## config.mk

```make
export PLATFORM = sky130hd
export DESIGN_NAME = mem_image_loader
export DESIGN_NICKNAME = d
export VERILOG_FILES = /design/src/rtl/mem_image_loader_pkg.sv /design/src/rtl/mem_image_loader_fifo.sv /design/src/rtl/mem_image_loader.sv
export SDC_FILE = /design/constraint.sdc
export NUM_CORES = 1
export LEC_CHECK = 0
export CORE_MARGIN = 2
export CORE_UTILIZATION = 25
export CTS_CLUSTER_DIAMETER = 30
export DETAILED_ROUTE_END_ITERATION = 10
export DONT_BUFFER_PORTS = 1
export MAX_ROUTING_LAYER = met4
export SLEW_MARGIN = 20
export SYNTH_ARGS = -nofsm -noshare
export SYNTH_HDL_FRONTEND = slang
export SYNTH_SLANG_ARGS = --single-unit
```

## constraint.sdc

```tcl
create_clock -name clk -period 5.5 [get_ports clk]
set_input_delay 0.275 -clock clk [delete_from_list [all_inputs] [get_ports clk]]
set_output_delay 0.275 -clock clk [all_outputs]
set_load 0.005 [all_outputs]
```

## src/rtl/mem_image_loader_pkg.sv

```systemverilog
// Shared definitions for the memory image loader.
//   parse_state_e : input-stream parser states
//   wr_state_e    : memory-side writer states
//   MODE_PAIR / MODE_BURST : values of the 'mode' input sampled on start
package loader_defs;

    localparam logic MODE_PAIR  = 1'b0;
    localparam logic MODE_BURST = 1'b1;

    typedef enum logic [2:0] {
        StIdle,
        StAddr,
        StCnt,
        StData,
        StDrain
    } parse_state_e;

    typedef enum logic [1:0] {
        WIdle,
        WReq,
        WVfy
    } wr_state_e;

endpackage

```

## src/rtl/mem_image_loader_fifo.sv

```systemverilog
// loader_fifo: synchronous FIFO holding {addr, data} write pairs.
// Ports:
//   clk, rst       clock, synchronous active-high reset (empties the FIFO)
//   push, wdata    write side; a push while full is only taken together with a pop
//   pop, rdata     read side; rdata shows the head entry (or wdata when empty)
//   full, empty    occupancy flags
// A simultaneous push and pop is legal on a full or empty FIFO and leaves the count
// unchanged; on an empty FIFO the pushed word passes straight through to rdata.
module loader_fifo
    import loader_defs::*;
#(
    parameter int unsigned WIDTH = 24,
    parameter int unsigned DEPTH = 8
) (
    input  logic             clk,
    input  logic             rst,
    input  logic             push,
    input  logic [WIDTH-1:0] wdata,
    input  logic             pop,
    output logic [WIDTH-1:0] rdata,
    output logic             full,
    output logic             empty
);

    localparam int unsigned PtrW = $clog2(DEPTH);

    // Pointers carry one extra wrap bit to tell full from empty.
    logic [PtrW:0]    wptr_q, wptr_d;
    logic [PtrW:0]    rptr_q, rptr_d;
    logic [WIDTH-1:0] mem_q [DEPTH];

    logic bypass;
    logic do_push;
    logic do_pop;

    assign empty   = (wptr_q == rptr_q);
    assign full    = (wptr_q[PtrW] != rptr_q[PtrW]) &&
                     (wptr_q[PtrW-1:0] == rptr_q[PtrW-1:0]);

    assign bypass  = empty & push & pop;
    assign do_pop  = pop & ~empty;
    assign do_push = push & (~full | do_pop) & ~bypass;

    assign rdata   = empty ? wdata : mem_q[rptr_q[PtrW-1:0]];

    always_comb begin
        wptr_d = wptr_q;
        rptr_d = rptr_q;
        if (do_push) begin
            wptr_d = wptr_q + (PtrW + 1)'(1);
        end
        if (do_pop) begin
            rptr_d = rptr_q + (PtrW + 1)'(1);
        end
    end

    always_ff @(posedge clk) begin
        if (rst) begin
            wptr_q <= '0;
            rptr_q <= '0;
        end else begin
            wptr_q <= wptr_d;
            rptr_q <= rptr_d;
        end
    end

    // Storage needs no reset; the pointers define what is valid.
    always_ff @(posedge clk) begin
        if (do_push) begin
            mem_q[wptr_q[PtrW-1:0]] <= wdata;
        end
    end

endmodule

```

## src/rtl/mem_image_loader.sv

```systemverilog
// mem_image_loader: streams an address/data image from a host word stream into a
// memory write port. Pair mode takes (addr, data) word pairs; burst mode takes
// (addr, count, data x count) with the address incrementing modulo 2^ADDR_W and a
// count of 0 meaning 2^DATA_W bytes.
// Ports:
//   clk, rst                 clock, synchronous active-high reset (aborts a load)
//   start, mode              begin a load (ignored while busy); mode sampled on start
//   in_valid/in_ready        input word handshake; in_word, in_last qualify the word
//   mem_wr_req/mem_wr_ack    write port; mem_addr/mem_wdata held while req is high
//   mem_rd_req/mem_rd_ack    verify read port; mem_rdata compared to the written byte
//   busy, done               load in progress; one-cycle completion pulse
//   err                      sticky until next start: truncated image / verify miss
//   wr_count                 bytes written this load, saturating
// Build option: define READBACK_VERIFY_EN to read back every written byte before the
// next write; without it the read port is unused and mem_rd_req stays 0.
module mem_image_loader
    import loader_defs::*;
#(
    parameter int unsigned ADDR_W     = 16,
    parameter int unsigned DATA_W     = 8,
    parameter int unsigned FIFO_DEPTH = 8
) (
    input  logic              clk,
    input  logic              rst,
    input  logic              start,
    input  logic              mode,
    input  logic              in_valid,
    output logic              in_ready,
    input  logic [ADDR_W-1:0] in_word,
    input  logic              in_last,
    output logic              mem_wr_req,
    input  logic              mem_wr_ack,
    output logic [ADDR_W-1:0] mem_addr,
    output logic [DATA_W-1:0] mem_wdata,
    output logic              mem_rd_req,
    input  logic              mem_rd_ack,
    input  logic [DATA_W-1:0] mem_rdata,
    output logic              busy,
    output logic              done,
    output logic              err,
    output logic [ADDR_W-1:0] wr_count
);

`ifdef READBACK_VERIFY_EN
    localparam bit VerifyEn = 1'b1;
`else
    localparam bit VerifyEn = 1'b0;
`endif

    localparam int unsigned PairW  = ADDR_W + DATA_W;
    localparam logic [DATA_W:0] RemOne = (DATA_W + 1)'(1);

    parse_state_e p_state_q, p_state_d;
    wr_state_e    w_state_q, w_state_d;

    logic              mode_q;
    logic [ADDR_W-1:0] addr_q;
    logic [DATA_W:0]   rem_q;      // bytes left in the current burst
    logic              err_q;
    logic [ADDR_W-1:0] wr_count_q;
    logic [ADDR_W-1:0] wa_q;       // address of the write in flight
    logic [DATA_W-1:0] wd_q;       // data of the write in flight

    logic              accept;
    logic              start_ok;
    logic              push;
    logic              pop;
    logic              parse_err;
    logic              vfy_err;
    logic              wr_done;
    logic              burst_more;
    logic [DATA_W:0]   cnt_dec;

    logic [PairW-1:0]  fifo_wdata;
    logic [PairW-1:0]  fifo_rdata;
    logic              fifo_full;
    logic              fifo_empty;

    // ------------------------------------------------------------------
    // Pair buffer
    // ------------------------------------------------------------------
    assign fifo_wdata = {addr_q, in_word[DATA_W-1:0]};

    loader_fifo #(
        .WIDTH (PairW),
        .DEPTH (FIFO_DEPTH)
    ) u_fifo (
        .clk   (clk),
        .rst   (rst),
        .push  (push),
        .wdata (fifo_wdata),
        .pop   (pop),
        .rdata (fifo_rdata),
        .full  (fifo_full),
        .empty (fifo_empty)
    );

    // ------------------------------------------------------------------
    // Parser FSM
    // ------------------------------------------------------------------
    assign accept     = in_valid & in_ready;
    assign start_ok   = start & (p_state_q == StIdle);
    // A burst data word that is not the last byte of its burst.
    assign burst_more = (mode_q == MODE_BURST) && (rem_q != RemOne);
    // Count 0 encodes the full 2^DATA_W bytes.
    assign cnt_dec    = (in_word[DATA_W-1:0] == '0) ? {1'b1, {DATA_W{1'b0}}}
                                                    : {1'b0, in_word[DATA_W-1:0]};

    always_ff @(posedge clk) begin
        if (rst) begin
            p_state_q <= StIdle;
        end else begin
            p_state_q <= p_state_d;
        end
    end

    always_comb begin
        p_state_d = p_state_q;
        unique case (p_state_q)
            StIdle: begin
                if (start) begin
                    p_state_d = StAddr;
                end
            end
            StAddr: begin
                if (accept) begin
                    if (in_last) begin
                        p_state_d = StDrain;
                    end else if (mode_q == MODE_BURST) begin
                        p_state_d = StCnt;
                    end else begin
                        p_state_d = StData;
                    end
                end
            end
            StCnt: begin
                if (accept) begin
                    p_state_d = in_last ? StDrain : StData;
                end
            end
            StData: begin
                if (accept) begin
                    if (in_last) begin
                        p_state_d = StDrain;
                    end else if (!burst_more) begin
                        p_state_d = StAddr;
                    end
                end
            end
            StDrain: begin
                if (done) begin
                    p_state_d = StIdle;
                end
            end
            default: p_state_d = StIdle;
        endcase
    end

    always_comb begin
        busy      = (p_state_q != StIdle);
        in_ready  = busy && (p_state_q != StDrain) && !fifo_full;
        push      = accept && (p_state_q == StData);
        // in_last anywhere but on the word that closes the image truncates it.
        parse_err = accept && in_last &&
                    ((p_state_q == StAddr) || (p_state_q == StCnt) ||
                     ((p_state_q == StData) && burst_more));
        done      = (p_state_q == StDrain) && fifo_empty && (w_state_q == WIdle);
    end

    // ------------------------------------------------------------------
    // Writer FSM
    // ------------------------------------------------------------------
    assign wr_done = (w_state_q == WReq) && mem_wr_ack;

    always_ff @(posedge clk) begin
        if (rst) begin
            w_state_q <= WIdle;
        end else begin
            w_state_q <= w_state_d;
        end
    end

    always_comb begin
        w_state_d = w_state_q;
        unique case (w_state_q)
            WIdle: begin
                if (!fifo_empty) begin
                    w_state_d = WReq;
                end
            end
            WReq: begin
                if (mem_wr_ack) begin
                    if (VerifyEn) begin
                        w_state_d = WVfy;
                    end else if (fifo_empty) begin
                        w_state_d = WIdle;
                    end
                end
            end
            WVfy: begin
                if (mem_rd_ack) begin
                    w_state_d = WIdle;
                end
            end
            default: w_state_d = WIdle;
        endcase
    end

    always_comb begin
        mem_wr_req = (w_state_q == WReq);
        // Back-to-back: the next pair is loaded in the same cycle as the ack.
        pop        = ((w_state_q == WIdle) && !fifo_empty) ||
                     (wr_done && !VerifyEn && !fifo_empty);
    end

`ifdef READBACK_VERIFY_EN
    assign mem_rd_req = (w_state_q == WVfy);
    assign vfy_err    = (w_state_q == WVfy) && mem_rd_ack && (mem_rdata != wd_q);
`else
    logic unused_rdata;
    assign unused_rdata = ^mem_rdata;
    assign mem_rd_req   = 1'b0;
    assign vfy_err      = 1'b0;
`endif

    // ------------------------------------------------------------------
    // Datapath registers
    // ------------------------------------------------------------------
    always_ff @(posedge clk) begin
        if (rst) begin
            mode_q     <= MODE_PAIR;
            addr_q     <= '0;
            rem_q      <= '0;
            err_q      <= 1'b0;
            wr_count_q <= '0;
            wa_q       <= '0;
            wd_q       <= '0;
        end else begin
            if (start_ok) begin
                mode_q     <= mode;
                err_q      <= 1'b0;
                wr_count_q <= '0;
            end
            if (accept) begin
                if (p_state_q == StAddr) begin
                    addr_q <= in_word;
                end
                if (p_state_q == StCnt) begin
                    rem_q <= cnt_dec;
                end
                if ((p_state_q == StData) && (mode_q == MODE_BURST)) begin
                    addr_q <= addr_q + ADDR_W'(1);
                    rem_q  <= rem_q - RemOne;
                end
            end
            if (wr_done && (wr_count_q != '1)) begin
                wr_count_q <= wr_count_q + ADDR_W'(1);
            end
            if (parse_err || vfy_err) begin
                err_q <= 1'b1;
            end
            if (pop) begin
                wa_q <= fifo_rdata[PairW-1:DATA_W];
                wd_q <= fifo_rdata[DATA_W-1:0];
            end
        end
    end

    assign mem_addr  = wa_q;
    assign mem_wdata = wd_q;
    assign err       = err_q;
    assign wr_count  = wr_count_q;

endmodule

```

### Word level (Yosys, flattened, before mapping)

Memory sizes are Yosys's and may differ from the RTL's. A register that Yosys moved wholly into a read port is not among the register bits.
Cells that the tools add are included.

| operators by class | value |
|---|---|
| add/subtract/negate cells | 5 |
| multiply operators | 0 |
| divide/modulo/power cells | 0 |
| order comparisons | 0 |
| equality and inequality tests | 22 |
| shift-type cells | 0 |
| mux-type cells | 27 |
| bitwise gates (word level) | 11 |
| reduce and logical (&&, ||, !) cells | 32 |

Operator list:

| cell | number |
|---|---|
| $mux W16 | 4 |
| $add A16 B1 Y16 const B | 2 |
| $mux W3 | 9 |
| $mux W9 | 3 |
| $ne A16 B16 Y1 const B | 1 |
| $logic_and A1 B1 Y1 | 15 |
| $pmux W3 S5 | 1 |
| $ne A2 B2 Y1 const B | 7 |
| $ne A9 B1 Y1 const B | 1 |
| $sub A9 B1 Y9 const B | 1 |
| $add A4 B1 Y4 const B | 2 |
| $logic_not A8 Y1 | 1 |
| $mux W2 | 4 |
| $reduce_bool A2 Y1 | 4 |
| $and A1 B1 Y1 | 7 |
| $eq A3 B2 Y1 const B | 2 |
| $ne A3 B3 Y1 const B | 2 |
| $pmux W2 S3 | 1 |
| $reduce_and A6 Y1 | 1 |
| $mux W1 | 5 |
| $eq A4 B4 Y1 | 1 |
| $ne A2 B1 Y1 const B | 2 |
| $reduce_and A2 Y1 | 2 |
| $reduce_and A4 Y1 | 1 |
| other kinds (13) | 18 |

| storage, ports and cells | value |
|---|---|
| register bits after elaboration | 56 |
| latch bits | 0 |
| bits in writable memories | 192 |
| memory bits (read-only) | 0 |
| input port bits | 32 |
| output and inout bits | 46 |
| logic and storage cells | 107 |
| memories | 1 |

Memory list:

| name | depth | width | rd ports | clocked after Yosys merged registers in | write ports | RTL line | source |
|---|---|---|---|---|---|---|---|
| u_fifo.mem_q | 8 | 24 | 1 | 1 | 1 | mem_image_loader_fifo.sv:30 | `logic [WIDTH-1:0] mem_q [DEPTH];` |

### Longest topological paths before layout

Gate-level depths: netlist of run 1.

| depth | value |
|---|---|
| depth in word-level cells | 12 |
| gate-level depth with buffers | 9 |
| depth with buffers taken out | 7 |

### Hierarchy

Synthesis of run 1 repeated with hierarchy kept, for this count alone.

| second synthesis, totals | value |
|---|---|
| cell total of the unflattened synthesis | 906 |
| area total of the unflattened synthesis | 12,081.6 µm² |

By module, submodules not included:

| module | instances | cells each | area each (µm²) | sequential area each (µm²) |
|---|---|---|---|---|
| loader_fifo | 1 | 397 | 8,066.5 | 5,985.7 |
| mem_image_loader | 1 | 509 | 4,015.1 | 1,421.4 |

### Worst setup path after synthesis of run 1

OpenSTA, ideal clock, no wires.

| timing path | value |
|---|---|
| kind | reg-to-reg |
| from | register u_fifo.wptr_q[0] |
| to | memory u_fifo.mem_q[0][0], enable pin |
| library setup time | 0.466 ns |
| arrival time | 4.140 ns |
| required time | 5.034 ns |
| slack | 0.894 ns |
| stages on the path, launching flop included | 10 |
| buffers on the path | 3 |
| clock period less this slack | 4.606 ns |
| cells stage by stage | dfxtp_1 -> buf_2 -> xnor2_2 -> nand4_1 -> ha_1 -> clkbuf_1 -> clkbuf_1 -> o2111ai_1 -> nand2_1 -> nor4_1 |

| on the way | value |
|---|---|
| cells in the longest elaborated chain, start to end | 12 |
| elaborated cells on any way between the ends | 22 |
| classes of those cells | eq/ne: 2; mux: 2; bitwise: 10; reduce/logical: 8 |

Ends and longest elaborated chain:

| item | RTL line | source |
|---|---|---|
| start: declaration | mem_image_loader_fifo.sv:28 | `logic [PtrW:0] wptr_q, wptr_d;` |
| start signal: assignment | mem_image_loader_fifo.sv:62 | `wptr_q <= wptr_d;` |
| $eq A3 B3 Y1 | mem_image_loader_fifo.sv:38 | `(wptr_q[PtrW-1:0] == rptr_q[PtrW-1:0]);` |
| $logic_and A1 B1 Y1 | mem_image_loader_fifo.sv:37 | `assign full = (wptr_q[PtrW] != rptr_q[PtrW]) &&` |
| $logic_not A1 Y1 | mem_image_loader.sv:161 | `in_ready = busy && (p_state_q != StDrain) && !fifo_full;` |
| $logic_and A1 B1 Y1 | mem_image_loader.sv:161 |  |
| $and A1 B1 Y1 | mem_image_loader.sv:101 | `assign accept = in_valid & in_ready;` |
| $logic_and A1 B1 Y1 | mem_image_loader.sv:162 | `push = accept && (p_state_q == StData);` |
| $and A1 B1 Y1 (2 in a row) | mem_image_loader_fifo.sv:40 | `assign bypass = empty & push & pop;` |
| $not A1 Y1 | mem_image_loader_fifo.sv:42 | `assign do_push = push & (~full \| do_pop) & ~bypass;` |
| $and A1 B1 Y1 | mem_image_loader_fifo.sv:42 |  |
| $mux W1 | mem_image_loader_fifo.sv:69 | `if (do_push) begin` |
| $mux W1 (implied by the code) | mem_image_loader_fifo.sv:70 | `mem_q[wptr_q[PtrW-1:0]] <= wdata;` |
| end: declaration | mem_image_loader_fifo.sv:30 |  |

Several ways; a longest one is shown, not always the timed one.

### Worst setup path after layout of run 1

| timing path | value |
|---|---|
| from | register u_fifo.wptr_q[2] |
| to | memory u_fifo.mem_q[4][22], enable pin |

Same word-level chain as after synthesis.

==> results of run 1 <==
power by group through the flow:
stage	Sequential, µW	Clock [µW]	Combinational (µW)
after floorplan	2260	0	93.4
after global routing	2250	3890	145
final	2250	3730	132
after CTS	2250	3790	132
after global placement	2280	0	97.0
after detailed placement	2280	0	98.4
cell type report:
type	instances	area, µm²	area share, %
clock buffer	69	1590	10.7
antenna	8	20.0	0.135
multi-input combinational	468	4180	28.2
sequential	271	7350	49.5
clock inverter	47	593	3.99
timing repair buffer	31	302	2.03
tap	607	759	5.12
inverter	13	48.8	0.329
critical path: stages, from the launching register on:
cell and delay, ns:
dfxtp_1 0.65, xnor2_2 0.24, nand4_1 0.21, ha_1 0.27
o2111ai_1 0.35, nand3_1 0.31, nor3_2 0.45, buf_4 0.43
Yosys cell counts, drive strengths merged (13+ instances only):
library cell  count  area share [%]
a21oi            27             1.2
nor2             37             1.2
edfxtp          192              49
buf              23             1.1
dfxtp            79              13
nand2            30            0.96
nor3             17            0.72
o31ai            37             2.4
clkbuf           39             1.2
mux4             48             9.2
or4b             25             2.1
mux2i            27             2.3
o211ai           14            0.89
inv              13            0.41
nand3            17            0.77
kinds of logic (layout without fill, tap and decap cells):
kind of cell             Yosys count  in the layout
other                              1              9
AND/OR/NAND/NOR                  204            204
XOR/XNOR                          12             12
AO/OA/AOI/OAI                    166            166
adder cells (fa/ha/maj)            7              7
buffers and inverters             75            160
flip-flops                       271            271
multiplexers                      78             78
per-stage QoR:
stage | cell area, µm² | hold WS, ns | setup WS [ns] | utilization (%) | cells
3_3_place_gp | 12400 | 0.375 | 2.16 | 26.7 | 1371
6_report | 14800 | 0.0303 | 2.25 | 31.9 | 1514
4_1_cts | 14800 | 0.00807 | 2.10 | 31.8 | 1506
3_5_place_dp | 12400 | 0.365 | 2.11 | 26.7 | 1371
5_1_grt | 14800 | 0.0423 | 2.08 | 31.9 | 1513
2_1_floorplan | 11800 | 0.374 | 0.894 | - | 814
sequential cells by signal (all words and copies together), names as in the netlist:
signal / cells
w_state_q: 1
mem_wdata: 8
p_state_q: 3
u_fifo.mem_q: 192
u_fifo.rptr_q: 4
rem_q: 9
u_fifo.wptr_q: 4
mem_addr: 16
err: 1
addr_q: 16
mode_q: 1
wr_count: 16
metal layers:
| metal | up-vias | share of wire (%) |
|---|---|---|
| li1 | 3428 | - |
| met1 | 3753 | 44 |
| met2 | 263 | 46 |
| met3 | 44 | 8.4 |
| met4 | 0 | 1.8 |
| met5 | - | 0 |
worst min-delay path by stage:
stage               depth (start not counted)  slack (ns)            endpoint        from
floorplan                                   0        0.37  u_fifo.mem_q[0][0]  in_word[0]
global placement                            0        0.38  u_fifo.mem_q[1][6]  in_word[6]
detailed placement                          1        0.36    u_fifo.rptr_q[1]         rst
CTS                                         3       0.008        p_state_q[0]       start
global route                                2        0.04         wr_count[2]         rst
finish                                      3        0.03        p_state_q[0]       start
==> results.md, run 1 <==
* Final TNS setup at 0 ns
* Pwr per Cell Area at 412 nW/µm²
* Int Pwr at 4800 µW
* Adder-cell share of the synthesized area at 0.744%
* Most used flip-flop cell after synthesis: edfxtp_1
* Net Sw Frac at 21.5%
* H-tree levels at 2
* Die width at 221 µm
* Core box area at 46600 µm²
* Leakage at 0.00471 µW
* Total power at 6110 µW
* Routing usage on met1 at 15.6%
* Hpwl dp at 16.8 mm
* Most frequent cells in the layout: 192 x edfxtp_1, 76 x dfxtp_1, 61 x clkbuf_16
* Fillers at 4506
* Critical Path Source: u_fifo.wptr_q[2]
* Number of enable flip-flop cells after synthesis at 192
* Initial antenna violation count at 8
* Mux contribution to synthesized area at 11.8%
* Status: finished clean
* Sequential fraction of design power at 36.8%
* Clock Power Share at 61.1%
* GRT met3 Usage at 3.59%
* Worst R2R Start: u_fifo.wptr_q[2]
* Num CTS Buffers at 61
* Critical path endpoint category: register
* Area growth, synth to finish at 26.1%
* Routability cong. at 0.797
* DR pass1 iterations at 5
* CP Data Arrival Time at 3.49 ns
* Root Buffer: clkbuf_16
* Post-CTS resize count at 0
* Met2 usage at 17.8%
* Gr busiest metal: met2
* XOR/XNOR Fraction of Synth Area at 1.15%
* Period utilisation layout at 59.1%
* Total Routing Usage GR at 11.9%
* # Max-Cap Violations at 0
* Area fraction in compound gates after synthesis at 10.8%
* Setup Crit Path Kind: reg2reg
* Clock transition at path regs at 0.05 ns
* Slew HR at 30.7%
* RSZ-0062 raised after global routing: false
* Simple-Gate Fraction of Synth Area at 10.4%
* First-pass GRT wire length at 44.6 mm
* Total grt overflow at 0
* Combinational share of power at 2.2%
* Buffers added on ports at 0
* RR Endpoint: u_fifo.mem_q[4][22]
* Initial core utilization at 25.3%
* VDD IR max at 300 µV
* Layout cell share with drive strength beyond 1 at 22.2%
* Worst Tran Pin Value at 1.04 ns
* Hold_buf cts at 19
* CTS tree: done
* Fmax achieved at 308 MHz
* CP endpoint: u_fifo.mem_q[4][22]
* Count of cell types in the netlist at 76
* Initial drt markers at 635
* Reg2Reg Setup Slack at 2.25 ns
* Commonest non-fill, non-tap cell in the layout: edfxtp_1
* Clock Sinks at 271
* Reg2Reg Depth at 7
* WL per Instance at 19.3 µm
* Die area at 48900 µm²
* Number of global-route vias before repair at 7384
* # DRC at 0
* Final Hold Viols at 0
* Post-CTS setup repair buffer count at 0
* Pin count of the biggest net entering global routing at 91
* Net count after synthesis at 853
* Crit path required time at 5.74 ns
* Maximum fanout along the worst path at 20
* Period minus WS final at 3.25 ns
* Sequential share of the synthesized area at 62.4%
* CTS Buffer Depth at 3
* Clock skew at 0.0334 ns
* Number of nets in the layout at 885
* Rows at 79
* Synthesis Warnings at 0
* Routed via count at 7488
* Die height at 221 µm
* # IOs at 78
* Startpoint Class: register
* Via-to-Cell Ratio at 4.95
* Largest family of logic cells by synthesized area: multiplexers
* Syn Inst Count at 814
* Syn Area/Cell at 14.5 µm²
* Sw Pwr at 1310 µW
* Final WL at 29.1 mm
* Post-route ant nets at 0
* Max Slew Vio Count at 0
* Clk_lat worst skew at 0.60 ns
* HP Class: in2reg
* Post-synthesis register bit count at 271
* Synth async-reset ratio at 0%
* Syn Std Cell Area at 11800 µm²
* Final setup viols at 0
Note: power is estimated with default switching activity, not from simulation.
==> run 2, diff against run 1 <==
==> constraint.sdc (replaced) <==
create_clock -name clk -period 3.1 [get_ports clk]
set_input_delay 0.155 -clock clk [delete_from_list [all_inputs] [get_ports clk]]
set_output_delay 0.155 -clock clk [all_outputs]
set_load 0.005 [all_outputs]
==> run 2 against run 1 <==
Compared with the run above:
- first-iteration DRC count fell by 18%
- total power rose by 85%
- register-to-register slack got worse by 1.7 ns
- flip-flop and latch count did not move
- worst hold slack got worse by 0.023 ns
- clock-buffer cell count rose by 8
- clock power rose by 89%
- cell count rose by 1.3%
- critical path depth fell by 1
- die area did not move
- via count rose by 1.5%
- wire length rose by 1.5%
- critical path type unchanged
- critical endpoint is now u_fifo.mem_q[7][17]
==> results.md, run 2 (synthesized netlist as in run 1, its figures left out) <==
* Cell Area, Placed at 12700 µm² (+2.0%)
* # DRC at 0 (unchanged)
* Post-CTS resize count at 0 (unchanged)
* DR pass1 iterations at 5 (unchanged)
* Maximum fanout along the worst path at 24 (+20%)
* Most frequent cells in the layout: 192 x edfxtp_1, 76 x dfxtp_1, 67 x clkbuf_16
* Layout cell share with drive strength beyond 1 at 23.4% (+1.1 points)
* Period minus WS final at 2.59 ns (-0.660 ns)
* Crit path required time at 3.29 ns (-2.45 ns)
* Int Pwr at 8830 µW (+84%)
* RSZ-0062 raised after global routing: false
* Pwr per Cell Area at 742 nW/µm² (+80%)
* Die width at 221 µm (unchanged)
* Routed via count at 7597 (+1.5%)
* # Max-Cap Violations at 0 (unchanged)
* # IOs at 78 (unchanged)
* H-tree levels at 3 (+1)
* Number of nets in the layout at 910 (+2.8%)
* Final WL at 29.6 mm (+1.5%)
* Crit path largest cell delay at 0.42 ns (-0.23 ns)
* Clk_lat worst skew at 0.56 ns (-0.04 ns)
* Final Hold Slack at 0.00683 ns (-0.0234 ns)
* Max Slew Vio Count at 0 (unchanged)
* Sw Pwr at 2470 µW (+88%)
* Clock Power Share at 62.4% (+1.3 points)
* Post-route ant nets at 0 (unchanged)
* Post-Layout Inst Area at 15200 µm² (+2.6%)
* Hpwl dp at 17.2 mm (+2.8%)
* Sequential fraction of design power at 35.2% (-1.6 points)
* Status: finished clean
* CP Data Arrival Time at 2.78 ns (-0.71 ns)
* Period utilisation layout at 83.5% (+24 points)
* Crit-path cells: xnor2_2, nand4_1, ha_1, o2111a_1, nor3_4, buf_4
* Clock Sinks at 271 (unchanged)
* VDD IR max at 554 µV (+85%)
* Combinational share of power at 2.4% (+0.2 points)
* Pin count of the biggest net entering global routing at 96 (+5.5%)
* Root Buffer: clkbuf_16
* Initial antenna violation count at 7 (-1)
* Commonest non-fill, non-tap cell in the layout: edfxtp_1
* Buffers added on ports at 0 (unchanged)
* Setup Crit Path Kind: reg2reg
* Max reg flops at 192 (unchanged)
* Die height at 221 µm (unchanged)
* Area growth, synth to finish at 29.4%
* Num CTS Buffers at 67 (+9.8%)
* Startpoint Class: register
* Final Hold Viols at 0 (unchanged)
* CTS Buffer Depth at 3 (unchanged)
* Critical path endpoint category: register
* Inst Count DP at 1386 (+1.1%)
* Slew HR at 46.3% (+16 points)
* Via-to-Cell Ratio at 4.95 (+0.13%)
* Worst Tran Pin Value at 0.806 ns (-0.229 ns)
* Routability cong. at 0.822 (+3.1%)
* Clock skew at 0.0213 ns (-0.0120 ns)
* Total power at 11300 µW (+85%)
* Number of global-route vias before repair at 7658 (+3.7%)
* Clock transition at path regs at 0.04 ns (about the same)
* Core box area at 46600 µm² (unchanged)
* First-pass GRT wire length at 45.7 mm (+2.4%)
* Die area at 48900 µm² (unchanged)
* Final setup viols at 0 (unchanged)
* CTS tree: done
* Initial drt markers at 519 (-18%)
* Fmax achieved at 386 MHz (+25%)
* Rows at 79 (unchanged)
* Hold_buf cts at 23 (+4)
* Net Sw Frac at 21.8% (+0.37 points)
* Fin util at 32.7% (+0.84 points)
* Total Routing Usage GR at 12.4% (+0.44 points)
* Leakage at 0.00488 µW (+3.7%)
* WL per Instance at 19.3 µm (+0.14%)
* Initial core utilization at 25.3% (unchanged)
* Crit path max-delay cell type: buf_4
* Post-CTS setup repair buffer count at 0 (unchanged)
* Finished Layout Cells at 1534 (+1.3%)
* HP Class: in2reg
* Total grt overflow at 0 (unchanged)
[run 2: power groups by stage]
stage / combinational [µW] / sequential (µW) / clock (µW)
final: 267 / 3980 / 7060
after global routing: 292 / 3980 / 7380
after CTS: 267 / 3980 / 7170
after detailed placement: 197 / 4040 / 0
after global placement: 194 / 4040 / 0
after floorplan: 167 / 4010 / 0
[run 2: per-stage QoR]
step	worst slack, ns	TNS (ns)
4_1_cts	0.390	0
6_report	0.511	0
3_5_place_dp	0.391	0
3_3_place_gp	0.438	0
2_1_floorplan	-0.156	-14.35
5_1_grt	0.361	0
[run 2: worst paths after layout]
| check | from | endpoint | slack (ns) | cells past startpoint |
|---|---|---|---|---|
| min reg2reg | rem_q[8] | rem_q[8] | 0.49 | 2 |
| min | rst | u_fifo.rptr_q[0] | 0.007 | 2 |
| max reg2reg | u_fifo.wptr_q[3] | u_fifo.mem_q[7][17] | 0.51 | 6 |
| max | u_fifo.wptr_q[3] | u_fifo.mem_q[7][17] | 0.51 | 6 |
[run 2: area by class of cell]
type | instances | area (µm²)
Multi-Input combinational cell | 468 | 4250
Clock inverter | 41 | 552
Fill cell | 4488 | 31300
Inverter | 13 | 48.8
Sequential cell | 271 | 7350
Timing Repair Buffer | 50 | 513
Antenna cell | 7 | 17.5
Tap cell | 607 | 759
Clock buffer | 77 | 1740
[run 2: per-layer routing]
layer	track usage [%]	vias to the layer above	part of all wire, %
met2	18.3	239	45
met4	4.50	0	2.2
met1	16.0	3842	45
li1	-	3461	-
met5	-	-	0
met3	3.78	55	7.6
[run 2: worst max-delay path, delay by kind of cell (launching register included)]
family	cells	cell delay, ns
fa+ha+maj	1	0.30
compound gates	1	0.35
flops	1	0.35
xor+xnor	1	0.34
simple gates	2	0.45
buf+inv	1	0.42
==> run 3, diff against run 2 <==
==> constraint.sdc (replaced) <==
create_clock -name clk -period 2.53 [get_ports clk]
set_input_delay 0.1265 -clock clk [delete_from_list [all_inputs] [get_ports clk]]
set_output_delay 0.1265 -clock clk [all_outputs]
set_load 0.005 [all_outputs]
==> run 3 against run 2 <==
Compared with the run above:
- via count rose by 2.3%
- total power rose by 19%
- design area rose by 0.81%
- die area did not move
- global-route usage rose by 0.26 points
- worst setup slack got worse by 0.36 ns
- non-clock buffer count rose by 17
- largest cell class unchanged
==> results.md, run 3 (synthesized netlist as in run 1, its figures left out) <==
* Rows at 79 (unchanged)
* Clock transition at path regs at 0.04 ns (about the same)
* Worst hold path depth at 4 (+2)
* # DRC at 0 (unchanged)
* VDD IR max at 487 µV (-12%)
* Routability cong. at 0.860 (+4.7%)
* Number of global-route vias before repair at 7803 (+1.9%)
* Startpoint Class: register
* Commonest non-fill, non-tap cell in the layout: edfxtp_1
* Die height at 221 µm (unchanged)
* Total grt overflow at 0 (unchanged)
* HP Class: in2reg
* Hpwl dp at 17.8 mm (+3.1%)
* Final WL at 30.3 mm (+2.5%)
* First-pass GRT wire length at 46.9 mm (+2.8%)
* Die width at 221 µm (unchanged)
* Buffers added on ports at 0 (unchanged)
* Leakage at 0.00492 µW (+0.82%)
* Post-CTS setup repair buffer count at 0 (unchanged)
* Final Hold Viols at 0 (unchanged)
* Number of nets in the layout at 921 (+1.2%)
* Critical path endpoint category: register
* Setup Crit Path Kind: reg2reg
* Clock skew at 0.0243 ns (+0.00293 ns)
* Via-to-Cell Ratio at 5.02 (+1.3%)
* Slew HR at 51.4% (+5.1 points)
* RSZ-0062 raised after global routing: false
* Sw Pwr at 2760 µW (+12%)
* Crit path required time at 2.79 ns (-0.50 ns)
* Initial core utilization at 25.3% (unchanged)
* # Max-Cap Violations at 0 (unchanged)
* Post-placement worst setup slack at 0.0985 ns (-0.293 ns)
* Root Buffer: clkbuf_16
* Met3 wire len at 1.98 mm (-12%)
* Pin count of the biggest net entering global routing at 96 (unchanged)
* Sequential fraction of design power at 36.2% (+1.0 points)
* WL per Instance at 19.6 µm (+1.5%)
* Net Sw Frac at 20.6% (-1.3 points)
* DR top layer: met4
* Combinational share of power at 2.7% (+0.3 points)
* Metal-1 WL at 13.4 mm (-0.11%)
* Layout cell share with drive strength beyond 1 at 24.0% (+0.59 points)
* Clk_lat worst skew at 0.59 ns (+0.03 ns)
* Int Pwr at 10600 µW (+20%)
* Initial antenna violation count at 8 (+1)
* Worst Tran Pin Value at 0.727 ns (-0.0797 ns)
* Core box area at 46600 µm² (unchanged)
* Period utilisation layout at 94.1% (+11 points)
* Most frequent cells in the layout: 192 x edfxtp_1, 76 x dfxtp_1, 61 x clkbuf_16
* Status: finished clean
* Worst setup slack after layout at 0.151 ns (-0.360 ns)
* DR pass1 iterations at 5 (unchanged)
* Routed met2 length at 14.2 mm (+6.9%)
* Post-route ant nets at 0 (unchanged)
* Total Routing Usage GR at 12.6% (+0.26 points)
* Final setup viols at 0 (unchanged)
* Num CTS Buffers at 61 (-9.0%)
* Area growth, synth to finish at 30.4%
* Pwr per Cell Area at 872 nW/µm² (+18%)
* Period minus WS final at 2.38 ns (-0.210 ns)
* CTS Buffer Depth at 3 (unchanged)
* Initial drt markers at 742 (+43%)
* Maximum fanout along the worst path at 24 (unchanged)
* # IOs at 78 (unchanged)
* Total power at 13400 µW (+19%)
* CP Data Arrival Time at 2.64 ns (-0.14 ns)
* Clock Sinks at 271 (unchanged)
* Max Slew Vio Count at 0 (unchanged)
* Routed via count at 7774 (+2.3%)
* Die area at 48900 µm² (unchanged)
* Max reg flops at 192 (unchanged)
* Fmax achieved at 420 MHz (+8.8%)
* Clock Power Share at 61.1% (-1.3 points)
* CTS tree: done
* H-tree levels at 2 (-1)
* Reg2Reg Depth at 7 (+1)
==> run 3: changes by cell type in the layout (fill, tap and decap cells not counted), sizes merged <==
| cell | previous run | this run |
|---|---|---|
| clkinvlp | 3 | 8 |
| buf | 28 | 43 |
| diode | 7 | 8 |
| clkinv | 15 | 16 |
| dlygate4sd3 | 22 | 24 |
| bufinv | 9 | 12 |
| inv | 27 | 16 |
==> run 3: layer usage <==
layer	vias up	GRT usage, %
met5	-	-
met4	0	4.09
met3	71	3.45
met2	254	19.7
met1	3945	15.9
li1	3504	-
==> run 3: power by group through the flow <==
stage	registers, µW	clock network [µW]	logic [µW]
detailed placement	4930	0	273
global route	4850	8570	396
global placement	4930	0	269
CTS	4850	8310	364
finish	4850	8180	366
floorplan	4920	0	207
==> run 3: path summary, 6_finish.rpt <==
check,endpoint,start,slack [ns]
hold / removal,rem_q[1],in_valid,0.03
hold reg to reg,rem_q[8],rem_q[8],0.49
setup reg to reg,u_fifo.mem_q[0][3],u_fifo.rptr_q[1],0.15
setup / recovery,u_fifo.mem_q[0][3],u_fifo.rptr_q[1],0.15
==> run 3: timing repair <==
item	CTS	global route
resized for setup	0	2
setup endpoints to repair	0	3
hold buffers	25	0
hold endpoints to repair	134	0
==> run 3: worst max-delay path: stages (launching register included) <==
cell	delay [ns]
dfxtp_4	0.36
xnor2_4	0.27
nand4_1	0.21
ha_2	0.26
o2111ai_4	0.25
nand2_4	0.13
nor4_4	0.32
buf_12	0.25
==> run 3: cell type report <==
type,count,area [µm²]
antenna,8,20.0
fill,4401,31200
timing repair buffer,67,741
sequential,271,7350
clock inverter,39,546
clock buffer,77,1620
tap,607,759
inverter,13,48.8
multi-input combinational,468,4280
==> run 3: through the flow <==
| step | utilization [%] | cells | hold WS (ns) | instance area, µm² | setup TNS, ns |
|---|---|---|---|---|---|
| CTS | 32.9 | 1542 | 0.00571 | 15300 | 0 |
| global route | 33.0 | 1550 | 0.0220 | 15400 | 0 |
| detailed placement | 27.7 | 1401 | 0.212 | 12900 | 0 |
| finish | 33.0 | 1550 | 0.0290 | 15400 | 0 |
| global placement | 27.7 | 1401 | 0.213 | 12900 | 0 |
| floorplan | - | 814 | 0.225 | 12000 | -44.67 |
